$ cat src/rtl/change_return_dispenser.sv
// change_return_dispenser: pays out refunded credit as 10c/5c/1c coins,
// largest first, skipping empty hoppers and flagging any unpaid amount.
module change_return_dispenser #(
  parameter int CREDIT_W    = 7,
  parameter int EJECT_PULSE = 4,
  parameter int GAP_CYCLES  = 2
) (
  input  logic                clk,
  input  logic                reset,
  input  logic                refund,
  input  logic [CREDIT_W-1:0] credit,
  input  logic [2:0]          hopper_empty,
  input  logic                fault_clr,
  output logic [2:0]          eject,
  output logic                clear_credit,
  output logic                busy,
  output logic                done,
  output logic                fault,
  output logic [CREDIT_W-1:0] shortfall
);

  localparam int CMAX  = (EJECT_PULSE > GAP_CYCLES) ? EJECT_PULSE : GAP_CYCLES;
  localparam int CNT_W = (CMAX > 1) ? $clog2(CMAX) : 1;

  typedef enum logic [2:0] {
    IDLE,
    SELECT,
    PULSE,
    GAP,
    DONE,
    FAULT
  } state_t;

  state_t              state, state_n;
  logic [CREDIT_W-1:0] remaining, rem_n;
  logic [CREDIT_W-1:0] short_q, short_n;
  logic [2:0]          sel, sel_n;
  logic [CNT_W-1:0]    cnt, cnt_n;
  logic                clr_q, clr_n;
  logic [CREDIT_W-1:0] val;

  // coin value of the currently selected hopper
  always_comb begin
    val = '0;
    unique case (1'b1)
      sel[2]:  val = CREDIT_W'(10);
      sel[1]:  val = CREDIT_W'(5);
      sel[0]:  val = CREDIT_W'(1);
      default: val = '0;
    endcase
  end

  // state and datapath registers
  always_ff @(posedge clk or posedge reset) begin
    if (reset) begin
      state     <= IDLE;
      remaining <= '0;
      short_q   <= '0;
      sel       <= '0;
      cnt       <= '0;
      clr_q     <= 1'b0;
    end else begin
      state     <= state_n;
      remaining <= rem_n;
      short_q   <= short_n;
      sel       <= sel_n;
      cnt       <= cnt_n;
      clr_q     <= clr_n;
    end
  end

  // next-state logic: coin selection, pulse/gap timing, fault handling
  always_comb begin
    state_n = state;
    rem_n   = remaining;
    short_n = short_q;
    sel_n   = sel;
    cnt_n   = cnt;
    clr_n   = 1'b0;
    unique case (state)
      IDLE: begin
        if (refund) begin
          if (credit != '0) begin
            rem_n   = credit;
            clr_n   = 1'b1;
            state_n = SELECT;
          end else begin
            state_n = DONE;
          end
        end
      end
      SELECT: begin
        cnt_n = CNT_W'(EJECT_PULSE - 1);
        if (remaining == '0) begin
          state_n = DONE;
        end else if (remaining >= CREDIT_W'(10) && !hopper_empty[2]) begin
          sel_n   = 3'b100;
          state_n = PULSE;
        end else if (remaining >= CREDIT_W'(5) && !hopper_empty[1]) begin
          sel_n   = 3'b010;
          state_n = PULSE;
        end else if (!hopper_empty[0]) begin
          sel_n   = 3'b001;
          state_n = PULSE;
        end else begin
          short_n = remaining;
          state_n = FAULT;
        end
      end
      PULSE: begin
        if (cnt == '0) begin
          rem_n   = remaining - val;
          cnt_n   = CNT_W'(GAP_CYCLES - 1);
          state_n = GAP;
        end else begin
          cnt_n = cnt - 1'b1;
        end
      end
      GAP: begin
        if (cnt == '0) begin
          state_n = SELECT;
        end else begin
          cnt_n = cnt - 1'b1;
        end
      end
      DONE: state_n = IDLE;
      FAULT: begin
        if (fault_clr) begin
          short_n = '0;
          state_n = IDLE;
        end
      end
      default: state_n = IDLE;
    endcase
  end

  // outputs decoded from registered state only
  always_comb begin
    eject        = (state == PULSE) ? sel : 3'b000;
    clear_credit = clr_q;
    busy         = (state != IDLE);
    done         = (state == DONE);
    fault        = (state == FAULT);
    shortfall    = short_q;
  end

endmodule
$ cat config.mk
export PLATFORM = sky130hd
export DESIGN_NAME = change_return_dispenser
export DESIGN_NICKNAME = d
export VERILOG_FILES = /design/src/rtl/change_return_dispenser.sv
export SDC_FILE = /design/constraint.sdc
export NUM_CORES = 1
export LEC_CHECK = 0
export ABC_AREA = 1
export CORE_ASPECT_RATIO = 1.4
export CORE_MARGIN = 5
export CORE_UTILIZATION = 50
export CTS_CLUSTER_SIZE = 16
export DETAILED_ROUTE_END_ITERATION = 7
export PLACE_DENSITY = 0.76
export REMOVE_ABC_BUFFERS = 1
export SLEW_MARGIN = 40
export SYNTH_ARGS = -nofsm -noshare
export SYNTH_HDL_FRONTEND = slang
export SYNTH_SLANG_ARGS = --single-unit
$ cat constraint.sdc
create_clock -name clk -period 2.45 [get_ports clk]
set_input_delay 0.49 -clock clk [delete_from_list [all_inputs] [get_ports clk]]
set_output_delay 0.49 -clock clk [all_outputs]
set_load 0.03 [all_outputs]
==> impl_metrics.sql, run 1 <==
INSERT INTO impl_metrics (metric_group, metric, value, unit) VALUES
('detailed_routing', 'via_per_inst', '5.04', ''),
('sta', 'final_hold_violation_count', '0', ''),
('outcome', 'run_status', 'complete, no violations', ''),
('detailed_routing', 'wire_per_inst', '12.6', 'um'),
('global_route', 'track_usage', '17.9', '%'),
('setup_path', 'cp-start-kind', 'register', ''),
('setup_path', 'worst_path_largest_cell_delay', '0.68', 'ns'),
('setup_path', 'crit-reg2reg-launch', 'sel[1]', ''),
('cts', 'cts.sinks', '23', ''),
('min_path', 'hp-start', 'sel[0]', ''),
('cts', 'cts_tree', 'yes', ''),
('floorplan', 'overall_die_width', '57.5', 'um'),
('global_route', 'grt_start_max_net_pins', '24', ''),
('cells_and_area', 'most-common-layout-cells', 'sky130_fd_sc_hd__nand2_1, sky130_fd_sc_hd__inv_1, sky130_fd_sc_hd__nand3_1, sky130_fd_sc_hd__clkdlybuf4s50_1, sky130_fd_sc_hd__dfrtp_1', ''),
('sta', 'fin_tns_setup', '0', 'ns'),
('detailed_routing', 'num_vias', '1422', ''),
('cells_and_area', 'antenna_cells', '0', ''),
('setup_path', 'regToRegEndpoint', 'remaining[4]', ''),
('cts', 'clock_buffers_created_by_tritoncts', '3', ''),
('cts', 'clock_latency', '0.27', 'ns'),
('cells_and_area', 'layout_commonest_cell', 'sky130_fd_sc_hd__nand2_1', ''),
('sta', 'worst_max_slew_margin_expressed_relative_to_the_limit', '78.3', '%'),
('cells_and_area', 'drive_gt1_share', '15.6', '%'),
('cts', 'cts_root_buf', 'sky130_fd_sc_hd__clkbuf_8', ''),
('synthesis', 'ys_top_cells_by_area', 'sky130_fd_sc_hd__dfrtp_1, sky130_fd_sc_hd__nand2_1, sky130_fd_sc_hd__nand3_1', ''),
('cts', 'cts_post_setup_buffers_inserted', '0', ''),
('floorplan', 'initial_utilization', '51.1', '%'),
('flow_run', 'maxCapViolations', '0', ''),
('setup_path', 'timing.critical_path.fanout_max', '9', ''),
('cts', 'cts.reportedPaths.clkPinSlew', '0.09', 'ns'),
('global_route', 'first_global_vias', '1415', ''),
('global_route', 'antenna_found_initial', '0', ''),
('sta', 'final.min_clock_period', '2.28', 'ns'),
('cts', 'cts.hold.buffers_added', '0', ''),
('sta', 'achievable_clock_frequency', '438', 'MHz'),
('detailed_routing', 'antenna_left', '0', ''),
('detailed_routing', 'first_iter_violations', '34', ''),
('setup_path', 'cp.required', '1.96', 'ns'),
('synthesis', 'synth_top_cell_area_share', '36.4', '%'),
('pwr', 'ir_worst_vdd', '0.000740', 'V'),
('cells_and_area', 'areaGrowthSynthToFinish', '22.8', '%'),
('sta', 'post-route-period-util', '93.3', '%'),
('setup_path', 'setup.worst_path.class', 'register to primary output', ''),
('sta', 'final_setup_violation_count', '0', ''),
('synthesis', 'synth.lib_cells_used.distinct', '28', ''),
('cts', 'postCtsResizedCells', '0', ''),
('detailed_routing', 'drcViolationCount', '0', ''),
('setup_path', 'rrSetupSlack', '0.61', 'ns'),
('synthesis', 'yosys_warnings', '0', ''),
('synthesis', 'syn_inst', '213', ''),
('setup_path', 'critical_path.cell_chain', 'nor2_4 > nand2_2 > inv_1 > clkdlybuf4s50_1', ''),
('floorplan', 'fp.dieH', '76.5', 'um'),
('cells_and_area', 'register_area', '576', 'um^2'),
('cts', 'cts-root-to-sink-buffers', '2', ''),
('pwr', 'post-layout-total-power', '2.53', 'mW'),
('detailed_routing', 'drt-pass1-iter-count', '4', ''),
('synthesis', 'synth_area', '1580', 'um^2'),
('synthesis', 'avgSynthCellArea', '7.42', 'um^2'),
('synthesis', 'ys_ff_latch', '23', ''),
('floorplan', 'core.rowCount', '24', ''),
('cells_and_area', 'final_net_count', '265', ''),
('sta', 'slew_violations', '0', ''),
('placement', 'final_estimated_routing_congestion_in_global_placement', '0.893', ''),
('setup_path', 'slowest_stage_cell_crit_path', 'sky130_fd_sc_hd__clkdlybuf4s50_1', ''),
('cells_and_area', 'multi_input_combinational_cell_area', '870', 'um^2'),
('floorplan', 'ioPinCount', '28', ''),
('pwr', 'power_density', '1300', 'nW/um^2'),
('min_path', 'hold_depth', '2', ''),
('synthesis', 'synth_area_leader_cell', 'sky130_fd_sc_hd__dfrtp_1', ''),
('sta', 'grt_setup_unrepaired', 'no', ''),
('min_path', 'hold-path-endpoint', 'sel[0]', '');
==> logic make-up (layout without fill, tap and decap cells) <==
logic type / count (synthesis) / count (layout) / share of synthesized area, %
AO/OA/AOI/OAI: 24 / 24 / 9.49
buffers and inverters: 32 / 62 / 8.62
AND/OR/NAND/NOR: 127 / 127 / 39.5
adder cells (fa/ha/maj): 7 / 7 / 6.01
flip-flops: 23 / 23 / 36.4
==> worst max path at each step <==
stage                   end  slack [ns]  cells past startpoint
4_1_cts            eject[2]        0.01                      4
2_1_floorplan  remaining[4]        0.80                     12
6_report              fault        0.17                      4
3_5_place_dp       eject[2]        0.32                      4
5_1_grt               fault        0.05                      4
3_3_place_gp       eject[2]        0.36                      4
==> metal layers <==
layer | track usage, % | share of wire, % | vias up | wire (um)
met3 | 1.53 | 2.6 | 5 | 94
li1 | - | - | 736 | -
met1 | 20.8 | 41 | 658 | 1450
met2 | 32.9 | 55 | 23 | 1960
met5 | 0 | 0 | - | 0
met4 | 6.26 | 1.6 | 0 | 58
==> Yosys cell counts, drive strengths merged <==
cell / instances
a21oi: 4
buf: 3
dfrtp: 23
fa: 1
ha: 6
inv: 29
nand2: 71
nand3: 27
nand3b: 1
nand4: 3
nor2: 19
nor3: 2
o21ai: 18
o21bai: 1
o22ai: 1
or2: 4
==> state kept, by name, summed over array words and instances (netlist names) <==
| register | flops |
|---|---|
| state | 3 |
| remaining | 7 |
| sel | 3 |
| cnt | 2 |
| shortfall | 7 |
| clear_credit | 1 |
==> critical path, delay by kind of cell (launching register included) <==
family                 cells  cell delay, ns
buffers and inverters      2            0.81
DFF                        1            0.46
and+or+nand+nor            2            0.26
==> cell type report <==
cell class / instances / area share, %
Clock buffer: 3 / 2.13
Multi-Input combinational cell: 158 / 44.8
Timing Repair Buffer: 29 / 15.1
Tap cell: 39 / 2.51
Clock inverter: 1 / 0.258
Inverter: 29 / 5.61
Sequential cell: 23 / 29.6
==> per-stage QoR <==
step	std cells	util (%)	cell area, um^2	worst slack, ns	hold WS (ns)
after detailed placement	278	61.0	1890	0.322	0.474
final	282	62.8	1940	0.165	0.490
after global routing	282	62.8	1940	0.0464	0.537
after global placement	278	61.0	1890	0.357	0.471
after floorplan	210	-	1550	0.800	0.453
after CTS	282	62.5	1930	0.0128	0.496
==> where the power goes <==
| part | total, mW | switching (mW) | internal, mW | leakage (nW) |
|---|---|---|---|---|
| Sequential | 0.706 | 0.158 | 0.547 | 0.289 |
| Clock | 0.244 | 0.130 | 0.114 | 0.0255 |
| Combinational | 1.58 | 0.991 | 0.592 | 0.712 |
| Total | 2.53 | 1.28 | 1.25 | 1.03 |
No activity file was read; power rests on OpenSTA's default activity.
==> run 2, diff against run 1 <==
--- a/config.mk
+++ b/config.mk
@@ -8,10 +8,11 @@
 export ABC_AREA = 1
 export CORE_ASPECT_RATIO = 1.4
 export CORE_MARGIN = 5
-export CORE_UTILIZATION = 50
+export CORE_UTILIZATION = 45
 export CTS_CLUSTER_SIZE = 16
 export DETAILED_ROUTE_END_ITERATION = 7
-export PLACE_DENSITY = 0.76
+export GPL_ROUTABILITY_DRIVEN = 0
+export PLACE_DENSITY = 0.7
 export REMOVE_ABC_BUFFERS = 1
 export SLEW_MARGIN = 40
 export SYNTH_ARGS = -nofsm -noshare
==> run 2 against run 1 <==
  * First-iteration DRC count increased by 44%
  * Core utilization fell by 5.3 points
  * Clock power about the same
  * Setup slack improved by 0.014 ns
  * Highest routed layer unchanged
  * Largest cell class unchanged
  * Die area is 9.4% higher
  * Power is essentially flat
  * Sequential cell count is the same
  * Global-route usage is 0.99 points lower
  * Sequential share of layout area stayed put
  * Largest power group unchanged
  * Sequential power hardly changed
  * Critical path depth is the same
==> impl_metrics.sql, run 2 (same netlist as run 1, synthesis figures left out) <==
INSERT INTO impl_metrics (metric_group, metric, value, unit) VALUES
('floorplan', 'design.die.area', '4820', 'um^2'),
('cts', 'cts_post_setup_buffers_inserted', '0', ''),
('pwr', 'leakage_power', '1.02', 'nW'),
('global_route', 'grt_pass1_wl', '6.25', 'mm'),
('cells_and_area', 'num-fill-cells', '341', ''),
('floorplan', 'core_area', '3380', 'um^2'),
('cts', 'cts-htree-levels', '1', ''),
('sta', 'achievable_clock_frequency', '440', 'MHz'),
('cells_and_area', 'antenna_cells', '0', ''),
('detailed_routing', 'wire_per_inst', '12.5', 'um'),
('min_path', 'hold_depth', '2', ''),
('sta', 'fin_tns_setup', '0', 'ns'),
('placement', 'place_area', '1890', 'um^2'),
('floorplan', 'ioPinCount', '28', ''),
('sta', 'worstMarginPinSlew', '0.331', 'ns'),
('sta', 'finClkSkew', '0.00242', 'ns'),
('cts', 'cts.sinks', '23', ''),
('cells_and_area', 'areaGrowthSynthToFinish', '22.8', '%'),
('floorplan', 'overall_die_width', '60.1', 'um'),
('setup_path', 'crit-reg2reg-launch', 'sel[1]', ''),
('detailed_routing', 'antenna_left', '0', ''),
('cells_and_area', 'layout_commonest_cell', 'sky130_fd_sc_hd__nand2_1', ''),
('sta', 'final_setup_violation_count', '0', ''),
('global_route', 'globalRoute.totalOverflow', '0', ''),
('min_path', 'worstHoldPathType', 'register to register', ''),
('cts', 'cts_root_buf', 'sky130_fd_sc_hd__clkbuf_8', ''),
('sta', 'post-route-period-util', '92.7', '%'),
('cells_and_area', 'final_net_count', '265', ''),
('detailed_routing', 'drcViolationCount', '0', ''),
('cells_and_area', 'fin_cells', '283', ''),
('setup_path', 'worstSetupEndpointType', 'primary output', ''),
('global_route', 'first_global_vias', '1451', ''),
('cells_and_area', 'layout.cell_area.non_filler', '1940', 'um^2'),
('setup_path', 'worst_r2r_path_depth', '12', ''),
('cells_and_area', 'utilization', '57.5', '%'),
('floorplan', 'core.rowCount', '25', ''),
('sta', 'final_hold_violation_count', '0', ''),
('sta', 'grt_setup_unrepaired', 'no', ''),
('setup_path', 'timing.critical_path.fanout_max', '9', ''),
('setup_path', 'cp_data_arrival_time', '1.78', 'ns'),
('setup_path', 'cp.required', '1.96', 'ns'),
('sta', 'layout_setup_ws', '0.179', 'ns'),
('sta', 'slew_violations', '0', ''),
('setup_path', 'rrSetupSlack', '0.62', 'ns'),
('cts', 'clock_buffers_created_by_tritoncts', '3', ''),
('detailed_routing', 'num_vias', '1458', ''),
('global_route', 'grt_start_max_net_pins', '24', ''),
('sta', 'timing.hold.ws', '0.495', 'ns'),
('cells_and_area', 'drive_gt1_share', '15.2', '%'),
('placement', 'placed_cells', '279', ''),
('cts', 'cts.reportedPaths.clkPinSlew', '0.08', 'ns'),
('floorplan', 'fp.dieH', '80.1', 'um'),
('outcome', 'run_status', 'complete, no violations', ''),
('sta', 'final.min_clock_period', '2.27', 'ns'),
('pwr', 'post-layout-total-power', '2.53', 'mW'),
('setup_path', 'setup.worst_path.class', 'register to primary output', ''),
('detailed_routing', 'first_iter_violations', '49', ''),
('pwr', 'ir_worst_vdd', '0.000610', 'V'),
('cts', 'cts-root-to-sink-buffers', '2', ''),
('global_route', 'track_usage', '16.9', '%'),
('pwr', 'power_density', '1300', 'nW/um^2'),
('flow_run', 'maxCapViolations', '0', ''),
('cts', 'cts_tree', 'yes', ''),
('detailed_routing', 'via_per_inst', '5.15', ''),
('placement', 'dp.final_hpwl', '2.84', 'mm'),
('detailed_routing', 'wl', '3.54', 'mm'),
('global_route', 'antenna_found_initial', '0', ''),
('setup_path', 'regToRegEndpoint', 'remaining[4]', ''),
('setup_path', 'cp-start-kind', 'register', ''),
('placement', 'numPortBuffers', '27', ''),
('placement', 'placement_stage_worst_setup_slack', '0.353', 'ns'),
('detailed_routing', 'drt-pass1-iter-count', '4', ''),
('floorplan', 'initial_utilization', '46.8', '%'),
('cells_and_area', 'most-common-layout-cells', 'sky130_fd_sc_hd__nand2_1, sky130_fd_sc_hd__inv_1, sky130_fd_sc_hd__nand3_1, sky130_fd_sc_hd__clkdlybuf4s50_1, sky130_fd_sc_hd__dfrtp_1', ''),
('sta', 'worst_max_slew_margin_expressed_relative_to_the_limit', '77.9', '%'),
('min_path', 'hp-start', 'sel[1]', ''),
('min_path', 'hold-path-endpoint', 'sel[1]', ''),
('cts', 'clock_latency', '0.27', 'ns');
[run 2: per-layer routing]
layer	wire length, um	track usage [%]
met1	1410	19.1
met2	1880	30.4
met3	154	2.25
met5	0	0
met4	94	7.54
[run 2: where the power goes]
group          internal (mW)  total (mW)  switching, mW
registers              0.547       0.705          0.157
logic                  0.592        1.58          0.989
clock network          0.116       0.247          0.131
[run 2: area by class of cell]
cell class,count,area (um^2),area share (%)
timing repair buffer,29,293,15.1
clock buffer,4,45.0,2.32
inverter,29,109,5.61
tap,40,50.0,2.58
multi-input combinational,158,870,44.8
sequential,23,576,29.6
[run 2: worst max-delay path by stage]
stage                     startpoint      endpoint  slack, ns  cells after the start
final                       state[1]         fault       0.18                      4
after global routing        state[1]         fault        0.1                      4
after CTS                   state[2]      eject[2]       0.05                      4
after detailed placement    state[2]      eject[2]       0.35                      4
after global placement      state[2]      eject[2]       0.36                      4
after floorplan               sel[1]  remaining[4]       0.80                     12
[run 2: critical path, stage by stage (launching register included)]
cell,delay [ns]
sky130_fd_sc_hd__dfrtp_1,0.46
sky130_fd_sc_hd__nor2_4,0.14
sky130_fd_sc_hd__nand2_2,0.13
sky130_fd_sc_hd__inv_1,0.11
sky130_fd_sc_hd__clkdlybuf4s50_1,0.67
[run 2: repair_timing]
item,4_1_cts,5_1_grt
hold buffers,0,0
setup endpoints to repair,0,3
resized for setup,0,3
==> run 3, diff against run 2 <==
--- a/config.mk
+++ b/config.mk
@@ -14,6 +14,7 @@
 export GPL_ROUTABILITY_DRIVEN = 0
 export PLACE_DENSITY = 0.7
 export REMOVE_ABC_BUFFERS = 1
+export SKIP_LAST_GASP = 1
 export SLEW_MARGIN = 40
 export SYNTH_ARGS = -nofsm -noshare
 export SYNTH_HDL_FRONTEND = slang
==> results of run 3 <==
Final layout, timing and power as in run 2 (identical DEF).
